<file path="src/rtl/hex_pkg.sv">
// Shared constants and types for the six-digit scrolling display sequencer.
package hex_pkg;

    localparam int GLYPH_W    = 5;
    localparam int NUM_DIGITS = 6;

    localparam logic [GLYPH_W-1:0] GLY_BLANK = 5'd16;
    localparam logic [GLYPH_W-1:0] GLY_DASH  = 5'd17;

    localparam logic [7:0] SEG_ALL_ON = 8'hFF;
    localparam logic [7:0] SEG_OFF    = 8'h00;

    typedef enum logic [1:0] {
        LAMP  = 2'd0,
        RUN   = 2'd1,
        PAUSE = 2'd2
    } scroll_state_e;

endpackage

</file>
<file path="src/rtl/hex_glyph_dec.sv">
// Combinational glyph-code to segment decoder: bit7=a .. bit1=g, bit0=dp (always off here).
module hex_glyph_dec
    import hex_pkg::*;
(
    input  logic [GLYPH_W-1:0] glyph,
    output logic [7:0]         seg
);

    always_comb begin
        seg = SEG_OFF;
        case (glyph)
            5'd0:      seg = 8'hFC;
            5'd1:      seg = 8'h60;
            5'd2:      seg = 8'hDA;
            5'd3:      seg = 8'hF2;
            5'd4:      seg = 8'h66;
            5'd5:      seg = 8'hB6;
            5'd6:      seg = 8'hBE;
            5'd7:      seg = 8'hE0;
            5'd8:      seg = 8'hFE;
            5'd9:      seg = 8'hF6;
            5'd10:     seg = 8'hEE;
            5'd11:     seg = 8'h3E;
            5'd12:     seg = 8'h9C;
            5'd13:     seg = 8'h7A;
            5'd14:     seg = 8'h9E;
            5'd15:     seg = 8'h8E;
            GLY_BLANK: seg = SEG_OFF;
            GLY_DASH:  seg = 8'h02;
            default:   seg = SEG_OFF;
        endcase
    end

endmodule

</file>
<file path="src/rtl/hex_scroll_ctrl.sv">
// Scrolls a fixed glyph message across HEX5..HEX0, with lamp test after reset and a
// debounced pause/resume button on KEY[1]. KEY[0] is the asynchronous active-low reset.
module hex_scroll_ctrl
    import hex_pkg::*;
#(
    parameter int STEP_CYCLES = 12_500_000,
    parameter int DB_CYCLES   = 500_000,
    parameter int MSG_LEN     = 16,
    parameter logic [MSG_LEN*GLYPH_W-1:0] MSG = {
        5'd15, 5'd14, 5'd13, 5'd12, 5'd11, 5'd10, 5'd9, 5'd8,
        5'd7,  5'd6,  5'd5,  5'd4,  5'd3,  5'd2,  5'd1, 5'd0
    }
) (
    input  logic       MAX10_CLK1_50,
    input  logic [1:0] KEY,
    output logic [7:0] HEX0,
    output logic [7:0] HEX1,
    output logic [7:0] HEX2,
    output logic [7:0] HEX3,
    output logic [7:0] HEX4,
    output logic [7:0] HEX5
);

    localparam int PRE_W = $clog2(STEP_CYCLES);
    localparam int DB_W  = $clog2(DB_CYCLES);
    localparam int POS_W = $clog2(MSG_LEN);
    localparam int IDX_W = POS_W + 1;

    logic rst_n;
    assign rst_n = KEY[0];

    logic [1:0]       sync_q, sync_d;
    logic             db_level_q, db_level_d;
    logic [DB_W-1:0]  db_cnt_q, db_cnt_d;
    logic             press_evt;
    logic [PRE_W-1:0] presc_q, presc_d;
    logic             tick;
    logic [POS_W-1:0] pos_q, pos_d;
    scroll_state_e    state_q, state_d;
    logic [7:0]       hex_q [NUM_DIGITS];
    logic [7:0]       hex_d [NUM_DIGITS];
    logic [7:0]       seg [NUM_DIGITS];
    logic [GLYPH_W-1:0] msg_glyph [MSG_LEN];
    logic [GLYPH_W-1:0] digit_glyph [NUM_DIGITS];

    // Button path: sync_q[1] is the synchronised level; a press is the accepted 1->0 change.
    always_comb begin
        sync_d     = {sync_q[0], KEY[1]};
        db_level_d = db_level_q;
        db_cnt_d   = '0;
        press_evt  = 1'b0;
        if (sync_q[1] != db_level_q) begin
            if (db_cnt_q == DB_W'(DB_CYCLES - 1)) begin
                db_level_d = sync_q[1];
                press_evt  = ~sync_q[1];
            end else begin
                db_cnt_d = db_cnt_q + DB_W'(1);
            end
        end
    end

    always_comb begin
        tick    = (presc_q == PRE_W'(STEP_CYCLES - 1));
        presc_d = tick ? '0 : presc_q + PRE_W'(1);
        state_d = state_q;
        pos_d   = pos_q;
        case (state_q)
            LAMP: begin
                if (tick) begin
                    state_d = RUN;
                    pos_d   = '0;
                end
            end
            RUN: begin
                // A press landing on the tick cycle wins: no advance, straight to PAUSE.
                if (press_evt) begin
                    state_d = PAUSE;
                    presc_d = '0;
                end else if (tick) begin
                    pos_d = (pos_q == POS_W'(MSG_LEN - 1)) ? '0 : pos_q + POS_W'(1);
                end
            end
            PAUSE: begin
                presc_d = '0;
                if (press_evt) begin
                    state_d = RUN;
                end
            end
            default: state_d = LAMP;
        endcase
    end

    for (genvar g = 0; g < MSG_LEN; g++) begin : g_msg
        assign msg_glyph[g] = MSG[g*GLYPH_W +: GLYPH_W];
    end

    // HEXk shows glyph (pos + 5 - k) mod MSG_LEN; one conditional subtract suffices since pos+5 < 2*MSG_LEN.
    for (genvar k = 0; k < NUM_DIGITS; k++) begin : g_digit
        logic [IDX_W-1:0] raw_idx;
        logic [IDX_W-1:0] wrap_idx;
        assign raw_idx  = {1'b0, pos_q} + IDX_W'(NUM_DIGITS - 1 - k);
        assign wrap_idx = (raw_idx >= IDX_W'(MSG_LEN)) ? raw_idx - IDX_W'(MSG_LEN) : raw_idx;
        assign digit_glyph[k] = msg_glyph[wrap_idx[POS_W-1:0]];

        hex_glyph_dec u_dec (
            .glyph (digit_glyph[k]),
            .seg   (seg[k])
        );
    end

    always_comb begin
        for (int k = 0; k < NUM_DIGITS; k++) begin
            hex_d[k] = (state_q == LAMP) ? SEG_ALL_ON : seg[k];
        end
        if (state_q == PAUSE) begin
            hex_d[0][0] = 1'b1;
        end
    end

    always_ff @(posedge MAX10_CLK1_50 or negedge rst_n) begin
        if (!rst_n) begin
            sync_q     <= 2'b11;
            db_level_q <= 1'b1;
            db_cnt_q   <= '0;
            presc_q    <= '0;
            pos_q      <= '0;
            state_q    <= LAMP;
            for (int k = 0; k < NUM_DIGITS; k++) begin
                hex_q[k] <= SEG_OFF;
            end
        end else begin
            sync_q     <= sync_d;
            db_level_q <= db_level_d;
            db_cnt_q   <= db_cnt_d;
            presc_q    <= presc_d;
            pos_q      <= pos_d;
            state_q    <= state_d;
            for (int k = 0; k < NUM_DIGITS; k++) begin
                hex_q[k] <= hex_d[k];
            end
        end
    end

    assign HEX0 = hex_q[0];
    assign HEX1 = hex_q[1];
    assign HEX2 = hex_q[2];
    assign HEX3 = hex_q[3];
    assign HEX4 = hex_q[4];
    assign HEX5 = hex_q[5];

endmodule

</file>
<file path="config.mk">
export PLATFORM = sky130hd
export DESIGN_NAME = hex_scroll_ctrl
export DESIGN_NICKNAME = d
export VERILOG_FILES = /design/src/rtl/hex_pkg.sv /design/src/rtl/hex_glyph_dec.sv /design/src/rtl/hex_scroll_ctrl.sv
export SDC_FILE = /design/constraint.sdc
export NUM_CORES = 1
export LEC_CHECK = 0
export ABC_AREA = 1
export BUFFER_PORTS_ARGS = -buffer_cell sky130_fd_sc_hd__buf_4
export CAP_MARGIN = 20
export CORE_MARGIN = 1.5
export CORE_UTILIZATION = 35
export CTS_BUF_LIST = sky130_fd_sc_hd__clkbuf_8
export CTS_CLUSTER_SIZE = 40
export DETAILED_ROUTE_END_ITERATION = 6
export GPL_TIMING_DRIVEN = 0
export HOLD_SLACK_MARGIN = 0.03
export SKIP_CTS_REPAIR_TIMING = 1
export SLEW_MARGIN = 20
export SYNTH_ARGS = -nofsm -noshare
export SYNTH_HDL_FRONTEND = slang
export SYNTH_SLANG_ARGS = --single-unit
export TNS_END_PERCENT = 100
</file>
<file path="constraint.sdc">
create_clock -name MAX10_CLK1_50 -period 2.1 [get_ports MAX10_CLK1_50]
set_input_delay 0.21 -clock MAX10_CLK1_50 [delete_from_list [all_inputs] [get_ports MAX10_CLK1_50]]
set_output_delay 0.21 -clock MAX10_CLK1_50 [all_outputs]
set_load 0.03 [all_outputs]
</file>
---- Yosys cells after proc, flatten, opt, wreduce, memory -nomap -nowiden ----
Memories as Yosys holds them, arrays and structs flattened.
Cells that the tools add are included.
word-level totals
  memories ................................ 12
  bits in registers ....................... 100
  memory bits (read-only) ................. 1824
  output and inout bits ................... 48
  bits of input ports ..................... 3
memory list
  memory            depth  bits a word  rd ports  clocked after Yosys merged registers in  wr ports  RTL line             text
  (name not given)  32     7            1         0                                        0         hex_glyph_dec.sv:11  case (glyph)
  (name not given)  32     7            1         0                                        0         hex_glyph_dec.sv:11
  (name not given)  32     7            1         0                                        0         hex_glyph_dec.sv:11
  (name not given)  32     7            1         0                                        0         hex_glyph_dec.sv:11
  (name not given)  32     7            1         0                                        0         hex_glyph_dec.sv:11
  (name not given)  32     7            1         0                                        0         hex_glyph_dec.sv:11
  +6 memories       -      -            -         -                                        -         -
operators by class
  mux-type cells .......................... 41
  $add $sub $neg .......................... 14
  bitwise gates (word level) .............. 7
  magnitude comparators ................... 12
  equality and inequality tests ........... 11
  reductions and logical operators ........ 5
operators with widths
  operator                 count
  $mux W5                  12
  $ge A5 B5 Y1 const B     11
  $mux W24                 2
  $mux W8                  6
  $pmux W24 S2             1
  $mux W4                  10
  $mux W19                 2
  $not A4 Y5               6
  $add A24 B1 Y24 const B  1
  $eq A24 B24 Y1 const B   1
  $sub A4 B1 Y4 const B    6
  $add A19 B1 Y19 const B  1
  $eq A19 B19 Y1 const B   1
  $add A4 B2 Y5 const B    2
  $add A4 B3 Y5 const B    2
  $ne A2 B2 Y1 const B     5
  $pmux W4 S2              1
  $mux W2                  3
  $pmux W2 S3              1
  $add A4 B1 Y5 const B    1
  $ge A4 B5 Y1 const B     1
  $add A4 B1 Y4 const B    1
  $eq A4 B4 Y1 const B     1
  $reduce_and A4 Y1        1
  other kinds (9)          11

---- Logic depth before layout (Yosys ltp) ----
Gate-level depths: netlist of run 1.
An unclocked memory read counts as a cell.
  depth after elaboration ................. 10
  gate-level depth with buffers ........... 10
  gate-level depth less buffers ........... 10

---- Hierarchy ----
From an unflattened synthesis of run 1, not the netlist that was laid out.
second synthesis, totals
  cells, all modules ...................... 852
  area total of the unflattened synthesis .. 6750.2 µm²
by module, submodules not included
  module           area an instance (µm²)  cells each  times used  seq. area each (µm²)
  hex_scroll_ctrl  4565.6                  492         1           2506.2
  hex_glyph_dec    364.1                   60          6           0.0

---- Least setup slack after synthesis of run 1 ----
No wires, ideal clock.
  path type ............................... reg-to-reg
  start point ............................. register pos_q[0]
  end point ............................... register hex_q, in the netlist HEX2[4]
  data required time ...................... 1.962 ns
  period minus slack after synthesis ...... 2.072 ns
  path slack .............................. 0.028 ns
  arrival time ............................ 1.933 ns
  cell stages (with the launch flop) ...... 9
  cell sequence ........................... dfrtp_1 -> buf_4 -> clkinv_1 -> ha_1 -> ha_1 -> clkbuf_1 -> nand2_1 -> o211ai_1 -> nand3_1
RTL lines
  element                          RTL line                text
  from (decl)                      hex_scroll_ctrl.sv:38   logic [POS_W-1:0] pos_q, pos_d;
  from (signal assigned)           hex_scroll_ctrl.sv:136  pos_q <= pos_d;
  to (signal, indexed assignment)  hex_scroll_ctrl.sv:139  hex_q[k] <= hex_d[k];
  to (decl)                        hex_scroll_ctrl.sv:40   logic [7:0] hex_q [NUM_DIGITS];

==> results of run 1 <==
## cells by family after synthesis
logic type,count (synthesis),synth area share [%]
AOI/OAI and AO/OA,87,9.73
xor gates and xnor gates,27,4.72
adders and majority gates,20,4.84
buffers and inverters,86,7.00
DFF,96,46.6
and+or+nand+nor,322,27.1
## worst max-delay path, delay by kind of cell, from the launching register on
kind,cells,cell delay [ps]
simple gates,5,530
compound gates,1,270
flops,1,420
fa+ha+maj,1,230
buf+inv,2,460
## placed cells by master (no fill, tap or decap), types with 10 or more instances in the layout
master,instances
xor2_1,21
inv_1,60
nand4_1,10
ha_1,18
nor3_1,14
nor2_1,101
clkbuf_8,10
dfrtp_1,90
a21oi_1,22
nand2_1,125
o211ai_1,20
o21ai_0,37
buf_4,62
nand3_1,53
## metal layers
layer	track usage (%)	vias up	wire [um]
li1	-	2207	-
met1	20.8	2206	5440
met2	28.0	139	6380
met3	4.55	23	636
met4	5.68	0	261
met5	0	-	0
## cell usage after synthesis, drive strengths merged, types with 2 or more instances
cell type    n
clkbuf      12
nor2       103
a31oi        2
xnor2        5
ha          20
nor4         2
buf         12
or2          4
o22ai        2
nand2      128
xor2        22
nand3       55
dfstp        3
nor3        15
clkinv       3
o211ai      20
o21ai       37
a21oi       23
dfrtp       93
and3         2
inv         59
nand3b       2
nand4       10
## final timing paths
| check | cells past startpoint | startpoint | end |
|---|---|---|---|
| max in group asynchronous | 2 | KEY[0] | pos_q[2] |
| min in group asynchronous | 2 | KEY[0] | presc_q[12] |
| hold reg to reg | 0 | sync_q[0] | sync_q[1] |
| hold / removal | 0 | sync_q[0] | sync_q[1] |
| setup / recovery | 9 | pos_q[1] | HEX4[7] |
| setup reg to reg | 9 | pos_q[1] | HEX4[7] |
## state kept, by name, indices dropped and copies added, names as in the netlist
name,cells
HEX0,8
HEX1,7
HEX2,7
HEX3,7
HEX4,7
HEX5,8
db_cnt_q,19
db_level_q,1
pos_q,4
presc_q,24
state_q,2
sync_q,2
## metrics by stage
stage	total power [mW]	area (um^2)	utilization (%)
floorplan	1.91	5170	-
detailed placement	1.96	5780	39.9
CTS	3.05	5950	41.1
global placement	1.95	5770	39.9
finish	3.00	6100	42.2
global route	3.13	6100	42.2
## area by class of cell
type,count,area [um^2]
fill,1458,8370
timing repair buffer,61,467
multi-input combinational,457,2440
clock buffer,10,138
buffer,22,140
tap,184,230
clock inverter,6,31.3
sequential,96,2410
inverter,62,244
## power groups by stage
| stage | combinational [mW] | sequential, mW | clock (mW) |
|---|---|---|---|
| CTS | 0.0605 | 1.86 | 1.13 |
| floorplan | 0.0157 | 1.90 | 0 |
| global placement | 0.0583 | 1.90 | 0 |
| detailed placement | 0.0603 | 1.90 | 0 |
| finish | 0.0591 | 1.86 | 1.08 |
| global route | 0.0732 | 1.86 | 1.20 |
==> results.ini, run 1 <==
[status]
status=finished clean

[synthesis]
synth-edff-count=0
yosys_warnings=0
synth.avg_cell_area_um2=8.10
synthArstFlopShare_pct=100
synth_cells=638
synthFlopType=dfrtp_1
ys_ff_latch=96
synth_top_area_share_pct=45.0
synth_nets=661
synth_top_area_cell=dfrtp_1
yosysSeqAreaShare_pct=46.6
synth.distinct_cells=40
netlist_top_cells_area=dfrtp_1, nand2_1, nor2_1
netlist_area_um2=5170

[global_routing]
antenna_found_initial=0
grt_pass1_wl_um=20900
grt_pass1_vias=4281
overflow=0
grtUsageTotal_pct=16.7
grt_max_degree=97

[timing]
clock_skew_ps=18.0
fin_crit_ps=2050
setup_ws_ps=47.4
finalHoldViolCount=0
setup_tns_ps=0
fin_worst_hold_slack_ps=364
worst_slew_pin_slew_ps=836
fmax_ghz=0.487
grt_setup_unrepaired=no
slew_headroom_pct=44.3
slew_violations=0
setup_viol=0
fin_crit_sh_pct=97.7

[routing]
drt_iter0_drc=404
wire_per_inst_um=14.2
via_per_inst=5.09
routed_wl_um=12700
antenna_left=0
drc=0
vias=4575
drt-pass1-iter-count=5

[pwr]
vdd_ir_drop_max_v=0.000343
swShare_pct=22.8
net-switching-power_uw=684
p_int_mw=2.32
pwr-share-comb_pct=2.0
p_seq_share_pct=62.0
p_leak_nw=2.52
power_density_nw_per_um2=491
power.share.clock_pct=36.1

[setup_path]
critPathLaunchType=flip-flop
crit_top_cell=nor2_1
critical_path_arrival_ps=2280
slowest_delay_ps=420
path_cells=buf_4 -> ha_1 -> nor2_1 -> nor2_4 -> o21ai_0 -> buf_2 -> nor2_1 -> nand2_1 -> nand3_1
required_ps=2330
worst_setup_path_end_kind=flip-flop
cp_max_fo=10
reg2reg_slack_ps=50
criticalPathCategory=reg2reg
critPathSlowestCell=dfrtp_2

[place]
place_hpwl_um=8870
place_congestion=0.893
place_ws_ps=-469
numPortBuffers=50
placed_cells=872

[min_path]
hold_path_class=reg2reg

[floorplan]
die_h_um=125
die-area_um2=15500
start_util_pct=35.7
ios=51
rows=44
core-area_um2=14500
dieWidth_um=125

[final_layout]
drive_above_1_share_pct=15.8
layout.cells.non_filler=898
antennaDiodeCount=0
syn2layout_area_growth_pct=18.1
fin_nets=732

[clock_tree]
clock_sinks=96
cts_max_level=3
insertion_delay_ps=380
cts_tree=done
clkSlewWorstSetupHoldPaths_ps=90
cts_buffers=9
cts_buffer_depth=2
cts_root_buf=clkbuf_8

[flow_run]
maxCapViolations=0

(Power assumes the default switching activity.)
==> run 2: changes to the inputs <==
- CORE_ASPECT_RATIO: unset -> 0.7
- PLACE_DENSITY: unset -> 0.5
==> run 2 against run 1 <==
  * Sequential cell count stayed put
  * Fmax is 4.0% higher
  * Worst setup slack better by 78 ps
  * Largest cell class unchanged
==> results.ini, run 2 (same netlist as run 1, synthesis figures left out) <==
[pwr]
power_density_nw_per_um2=546  ; +11%
vdd_ir_drop_max_v=0.000243  ; -29%
p_leak_nw=2.57  ; +2.1%

[final_layout]
largest_reg_flops=24  ; unchanged
layout_commonest_cell=nand2_1
fin_nets=736  ; +0.55%
design_area_um2=6210  ; +1.8%
top_regs=presc_q x24, db_cnt_q x19
regMostFlops=presc_q
syn2layout_area_growth_pct=20.2
final_cell_mix=nand2_1, nor2_1, dfrtp_1, buf_4, inv_1
drive_above_1_share_pct=16.7  ; +0.89 points
fin_util_pct=43.9  ; +1.8 points
antennaDiodeCount=0  ; unchanged

[global_routing]
grtUsageTotal_pct=18.2  ; +1.5 points
antenna_found_initial=0  ; unchanged
grt_max_degree=97  ; unchanged
overflow=0  ; unchanged
grt_pass1_vias=4436  ; +3.6%
grt_pass1_wl_um=22400  ; +7.0%

[setup_path]
path_cells=buf_4 -> ha_1 -> or2_1 -> nand2_1 -> buf_2 -> nor2_1 -> o21ai_0 -> o211ai_1
cp-endpoint=HEX4[3]
crit_cells=8  ; -1
slowest_delay_ps=430  ; about the same
reg2reg_depth=8  ; -1
criticalPathCategory=reg2reg
worst_setup_path_end_kind=flip-flop
critical_path_arrival_ps=2180  ; -100 ps
required_ps=2310  ; -20 ps
critPathLaunchType=flip-flop
critPathSlowestCell=dfrtp_2
r2r-end=HEX4[3]
crit_family=flip-flops
cp_max_fo=10  ; unchanged
critPathLaunch=pos_q[1]
reg2reg_from=pos_q[1]
reg2reg_slack_ps=130  ; +80 ps
critPathBufInv=2  ; unchanged

[place]
place_congestion=0.870  ; -2.6%
post_dp_cell_area_um2=5780  ; +0.13%
numPortBuffers=50  ; unchanged
place_hpwl_um=9420  ; +6.2%
place_ws_ps=-515  ; -45.9 ps

[floorplan]
die-area_um2=15500  ; about the same
start_util_pct=36.5  ; +0.85 points
core-area_um2=14100  ; -2.3%
rows=36  ; -18%
dieWidth_um=148  ; +19%
die_h_um=105  ; -16%
ios=51  ; unchanged

[timing]
clock_skew_ps=17.7  ; -0.341 ps
finalHoldViolCount=0  ; unchanged
fin_crit_sh_pct=94.0  ; -3.7 points
slew_headroom_pct=43.6  ; -0.73 points
fin_crit_ps=1970  ; -78.3 ps
setup_ws_ps=126  ; +78.3 ps
fin_worst_hold_slack_ps=360  ; -3.20 ps
worst_slew_pin_slew_ps=847  ; +11.0 ps
fmax_ghz=0.506  ; +4.0%
setup_viol=0  ; unchanged
slew_violations=0  ; unchanged

[flow_run]
maxCapViolations=0  ; unchanged

[routing]
antenna_left=0  ; unchanged
via_per_inst=5.00  ; -1.9%
drt-pass1-iter-count=5  ; unchanged
routed_wl_um=13400  ; +5.0%
drt_iter0_drc=407  ; +0.74%
vias=4538  ; -0.81%
wire_per_inst_um=14.7  ; +3.8%
drc=0  ; unchanged

[status]
status=finished clean

[clock_tree]
cts_buffer_depth=2  ; unchanged
clkSlewWorstSetupHoldPaths_ps=90  ; about the same
clock_sinks=96  ; unchanged
cts_tree=done
insertion_delay_ps=380  ; about the same
cts_root_buf=clkbuf_8
cts_buffers=9  ; unchanged
cts_max_level=3  ; unchanged

[min_path]
hold_path_class=reg2reg

run 2: metrics by stage:
step	power [mW]	TNS, ps	std cells
global placement	1.96	-9410	878
detailed placement	1.96	-8090	878
finish	3.39	0	908
floorplan	1.91	0	638
CTS	3.45	-9600	894
global route	3.55	-6.85	908
run 2: cell type report:
type	instances	area, um^2
Sequential cell	96	2410
Buffer	22	143
Clock buffer	10	138
Fill cell	1431	7930
Tap cell	190	238
Clock inverter	6	108
Multi-Input combinational cell	456	2430
Timing Repair Buffer	66	504
Inverter	62	244
run 2: report_power, final:
group / switching, mW / internal, mW / total, mW
Sequential: 0.00407 / 1.86 / 1.86
Clock: 0.655 / 0.820 / 1.48
Combinational: 0.0484 / 0.0122 / 0.0606
Total: 0.708 / 2.69 / 3.39
run 2: worst min path at each step:
| stage | end | from | slack (ps) | cells after the start |
|---|---|---|---|---|
| after detailed placement | sync_q[0] | KEY[1] | 330 | 1 |
| final | sync_q[1] | sync_q[0] | 360 | 0 |
| after floorplan | HEX0[0] | KEY[0] | -90 | 0 |
| after CTS | sync_q[0] | KEY[1] | -70 | 1 |
| after global placement | sync_q[0] | KEY[1] | 330 | 1 |
| after global routing | sync_q[1] | sync_q[0] | 370 | 0 |
run 2: routing by layer:
| layer | track usage (%) | vias up | share of wire [%] |
|---|---|---|---|
| met5 | 0 | - | 0 |
| li1 | - | 2217 | - |
| met4 | 4.74 | 0 | 1.5 |
| met2 | 26.8 | 144 | 44 |
| met1 | 26.9 | 2159 | 50 |
| met3 | 3.89 | 18 | 5.2 |
==> run 3: changes to the inputs <==
- PLACE_DENSITY: 0.5 -> 0.49
- SYNTH_HIERARCHICAL: unset -> 1
==> run 3 against run 2 <==
  * Critical path depth rose by 1
  * Sequential power grew 4%
  * Fmax shrank 3.4%
  * Die area up 30%
  * Worst setup slack got worse by 70 ps
  * Synthesized cell count up 34%
  * Utilization decreased by 0.95 points
  * Register-to-register slack worse by 70 ps
  * Area after synthesis up 31%
  * Global-route usage down 2.4 points
  * Critical path type unchanged
  * Largest cell class unchanged
==> results.ini, run 3 <==
[final_layout]
layout_commonest_cell=nand2_1
largest_reg_flops=24  ; unchanged
design_area_um2=8130  ; +31%
antennaDiodeCount=0  ; unchanged
syn2layout_area_growth_pct=20.4
regMostFlops=presc_q
final_cell_mix=nand2_1, nor2_1, dfrtp_1, inv_1, nand3_1
nFillCells=1966  ; +37%
fin_nets=1017  ; +38%
top_regs=presc_q x24, db_cnt_q x19
drive_above_1_share_pct=25.8  ; +9.0 points

[place]
numPortBuffers=50  ; unchanged
post_dp_cell_area_um2=7610  ; +32%
place_congestion=0.850  ; -2.3%
place_hpwl_um=10600  ; +12%

[global_routing]
antenna_found_initial=0  ; unchanged
grtUsageTotal_pct=15.8  ; -2.4 points
grt_pass1_wl_um=25500  ; +14%
grt_pass1_vias=5082  ; +15%
grt_max_degree=101  ; +4.1%
overflow=0  ; unchanged

[synthesis]
synthFlopType=dfrtp_1
yosys-top-cells-count=nand2_1, nor2_1, dfrtp_1, inv_1, nand3_1
synth_cells=852  ; +34%
netlist_top_cells_area=dfrtp_1, ha_1, nand2_1
synth-edff-count=0  ; unchanged
synth_top_area_share_pct=36.0  ; -9.1 points
synthArstFlopShare_pct=100  ; unchanged
synth_top_area_cell=dfrtp_1
synth.avg_cell_area_um2=7.92  ; -2.2%
ys_ff_latch=100  ; +4.2%
netlist_area_um2=6750  ; +31%
yosysSeqAreaShare_pct=37.1  ; -9.4 points
synth.distinct_cells=36  ; -10%
yosys_warnings=6  ; +6
yosysMostFrequentCell=nand2_1

[floorplan]
rows=42  ; +17%
dieWidth_um=169  ; +14%
ios=51  ; unchanged
start_util_pct=35.7  ; -0.85 points
die_h_um=119  ; +14%
die-area_um2=20100  ; +30%
core-area_um2=18900  ; +34%

[timing]
setup_viol=0  ; unchanged
clock_skew_ps=8.85  ; -8.85 ps
finalHoldViolCount=0  ; unchanged
slew_headroom_pct=37.3  ; -6.2 points
fmax_ghz=0.489  ; -3.4%
fin_crit_sh_pct=97.4  ; +3.3 points
grt_setup_unrepaired=yes
slew_violations=0  ; unchanged
fin_crit_ps=2040  ; +70.3 ps
worst_slew_pin_slew_ps=933  ; +86.7 ps

[routing]
antenna_left=0  ; unchanged
drt_iter0_drc=319  ; -22%
drc=0  ; unchanged
drt-pass1-iter-count=4  ; -1
routed_wl_um=15300  ; +15%
vias=5413  ; +19%
wire_per_inst_um=12.7  ; -13%
via_per_inst=4.51  ; -9.8%

[clock_tree]
cts_buffers=9  ; unchanged
cts_buffer_depth=2  ; unchanged
cts_root_buf=clkbuf_8
clock_sinks=100  ; +4.2%
cts_tree=done
cts_max_level=3  ; unchanged
clkSlewWorstSetupHoldPaths_ps=100  ; about the same
insertion_delay_ps=390  ; about the same

[setup_path]
crit_top_cell=nand3_1
worst_setup_path_end_kind=flip-flop
criticalPathCategory=reg2reg
critPathLaunchType=flip-flop
reg2reg_slack_ps=60  ; -70 ps
critical_path_arrival_ps=2310  ; +130 ps
slowest_delay_ps=550  ; +120 ps
cp_max_fo=7  ; -3
required_ps=2370  ; +60 ps
critPathSlowestCell=dfrtp_4
path_cells=ha_4 -> xor2_2 -> a21oi_2 -> a31oi_4 -> buf_6 -> nand3_1 -> nand3_1 -> nor2_1 -> or2_2

[flow_run]
maxCapViolations=0  ; unchanged

[status]
status=finished clean

[pwr]
power.total_mw=3.22  ; -5.2%
power_density_nw_per_um2=396  ; -28%
p_leak_nw=3.64  ; +41%
vdd_ir_drop_max_v=0.000234  ; -3.7%

[min_path]
hold_path_class=reg2reg

==> run 3: changes by cell type in the layout (fill, tap and decap cells not counted), moves of 10 or more <==
cell / previous run / this run
or2_2: 3 / 42
nand2_1: 125 / 162
ha_1: 18 / 49
o211ai_1: 20 / 0
o21ai_0: 36 / 26
buf_6: 5 / 16
nand2_2: 3 / 17
a21oi_1: 22 / 11
nand3b_1: 2 / 13
nand3_1: 53 / 74
conb_1: 0 / 24
inv_1: 57 / 84
==> run 3: critical path, delay by kind of cell, from the launching register on <==
| family | cells | cell delay [ps] |
|---|---|---|
| flip-flops | 1 | 550 |
| AND/OR/NAND/NOR | 4 | 490 |
| AO/OA/AOI/OAI | 2 | 340 |
| adder cells (fa/ha/maj) | 1 | 190 |
| buffers and inverters | 1 | 180 |
| XOR/XNOR | 1 | 160 |
==> run 3: cell families (layout without fill, tap and decap cells) <==
| group | count (synthesis) | count (layout) | synth area share [%] |
|---|---|---|---|
| compound gates | 54 | 54 | 4.84 |
| xor+xnor | 28 | 28 | 3.63 |
| fa+ha+maj | 60 | 60 | 11.1 |
| buf+inv | 125 | 215 | 9.06 |
| flops | 100 | 100 | 37.1 |
| other cells | 7 | 24 | 0.389 |
| simple gates | 478 | 478 | 33.8 |
==> run 3: where the power goes <==
| group | leakage (nW) | internal (mW) | switching (mW) |
|---|---|---|---|
| Combinational | 2.43 | 0.0367 | 0.0815 |
| Clock | 0.0964 | 0.430 | 0.733 |
| Sequential | 1.11 | 1.93 | 0.00521 |
==> run 3: final timing paths <==
path,startpoint,to,cells past startpoint
max,pos_q[1],HEX2[7],9
min,sync_q[0],sync_q[1],0
max reg2reg,pos_q[1],HEX2[7],9
min reg2reg,sync_q[0],sync_q[1],0
max in group asynchronous,KEY[0],pos_q[1],2
min in group asynchronous,KEY[0],HEX3[6],2
==> run 3: area by class of cell <==
type | instances | area [um^2] | area share [%]
Clock inverter | 7 | 43.8 | 0.539
Timing Repair Buffer | 73 | 586 | 7.20
Multi-Input combinational cell | 644 | 3910 | 48.1
Clock buffer | 9 | 124 | 1.52
Tap cell | 242 | 303 | 3.72
Inverter | 99 | 417 | 5.12
Sequential cell | 100 | 2520 | 30.9
Buffer | 26 | 229 | 2.82
Timing Repair inverter | 1 | 5.00 | 0.0616
==> run 3: per-stage QoR <==
| stage | TNS, ps | hold WS (ps) | cells | worst slack [ps] | utilization [%] |
|---|---|---|---|---|---|
| global placement | -12330 | 326 | 1161 | -744 | 40.2 |
| CTS | -12170 | -95.1 | 1177 | -731 | 41.1 |
| finish | 0 | 361 | 1201 | 55.3 | 43.0 |
| global route | -390 | 352 | 1201 | -60.3 | 43.0 |
| detailed placement | -12030 | 319 | 1161 | -729 | 40.2 |
| floorplan | -2340 | -85.6 | 869 | -204 | - |
==> run 3: layer usage <==
layer,vias to the layer above,part of all wire (%),global-route usage [%]
met3,14,4.3,3.69
met2,95,38,21.5
met1,2445,56,24.7
met5,-,0,0
met4,0,1.1,3.54
li1,2859,-,-
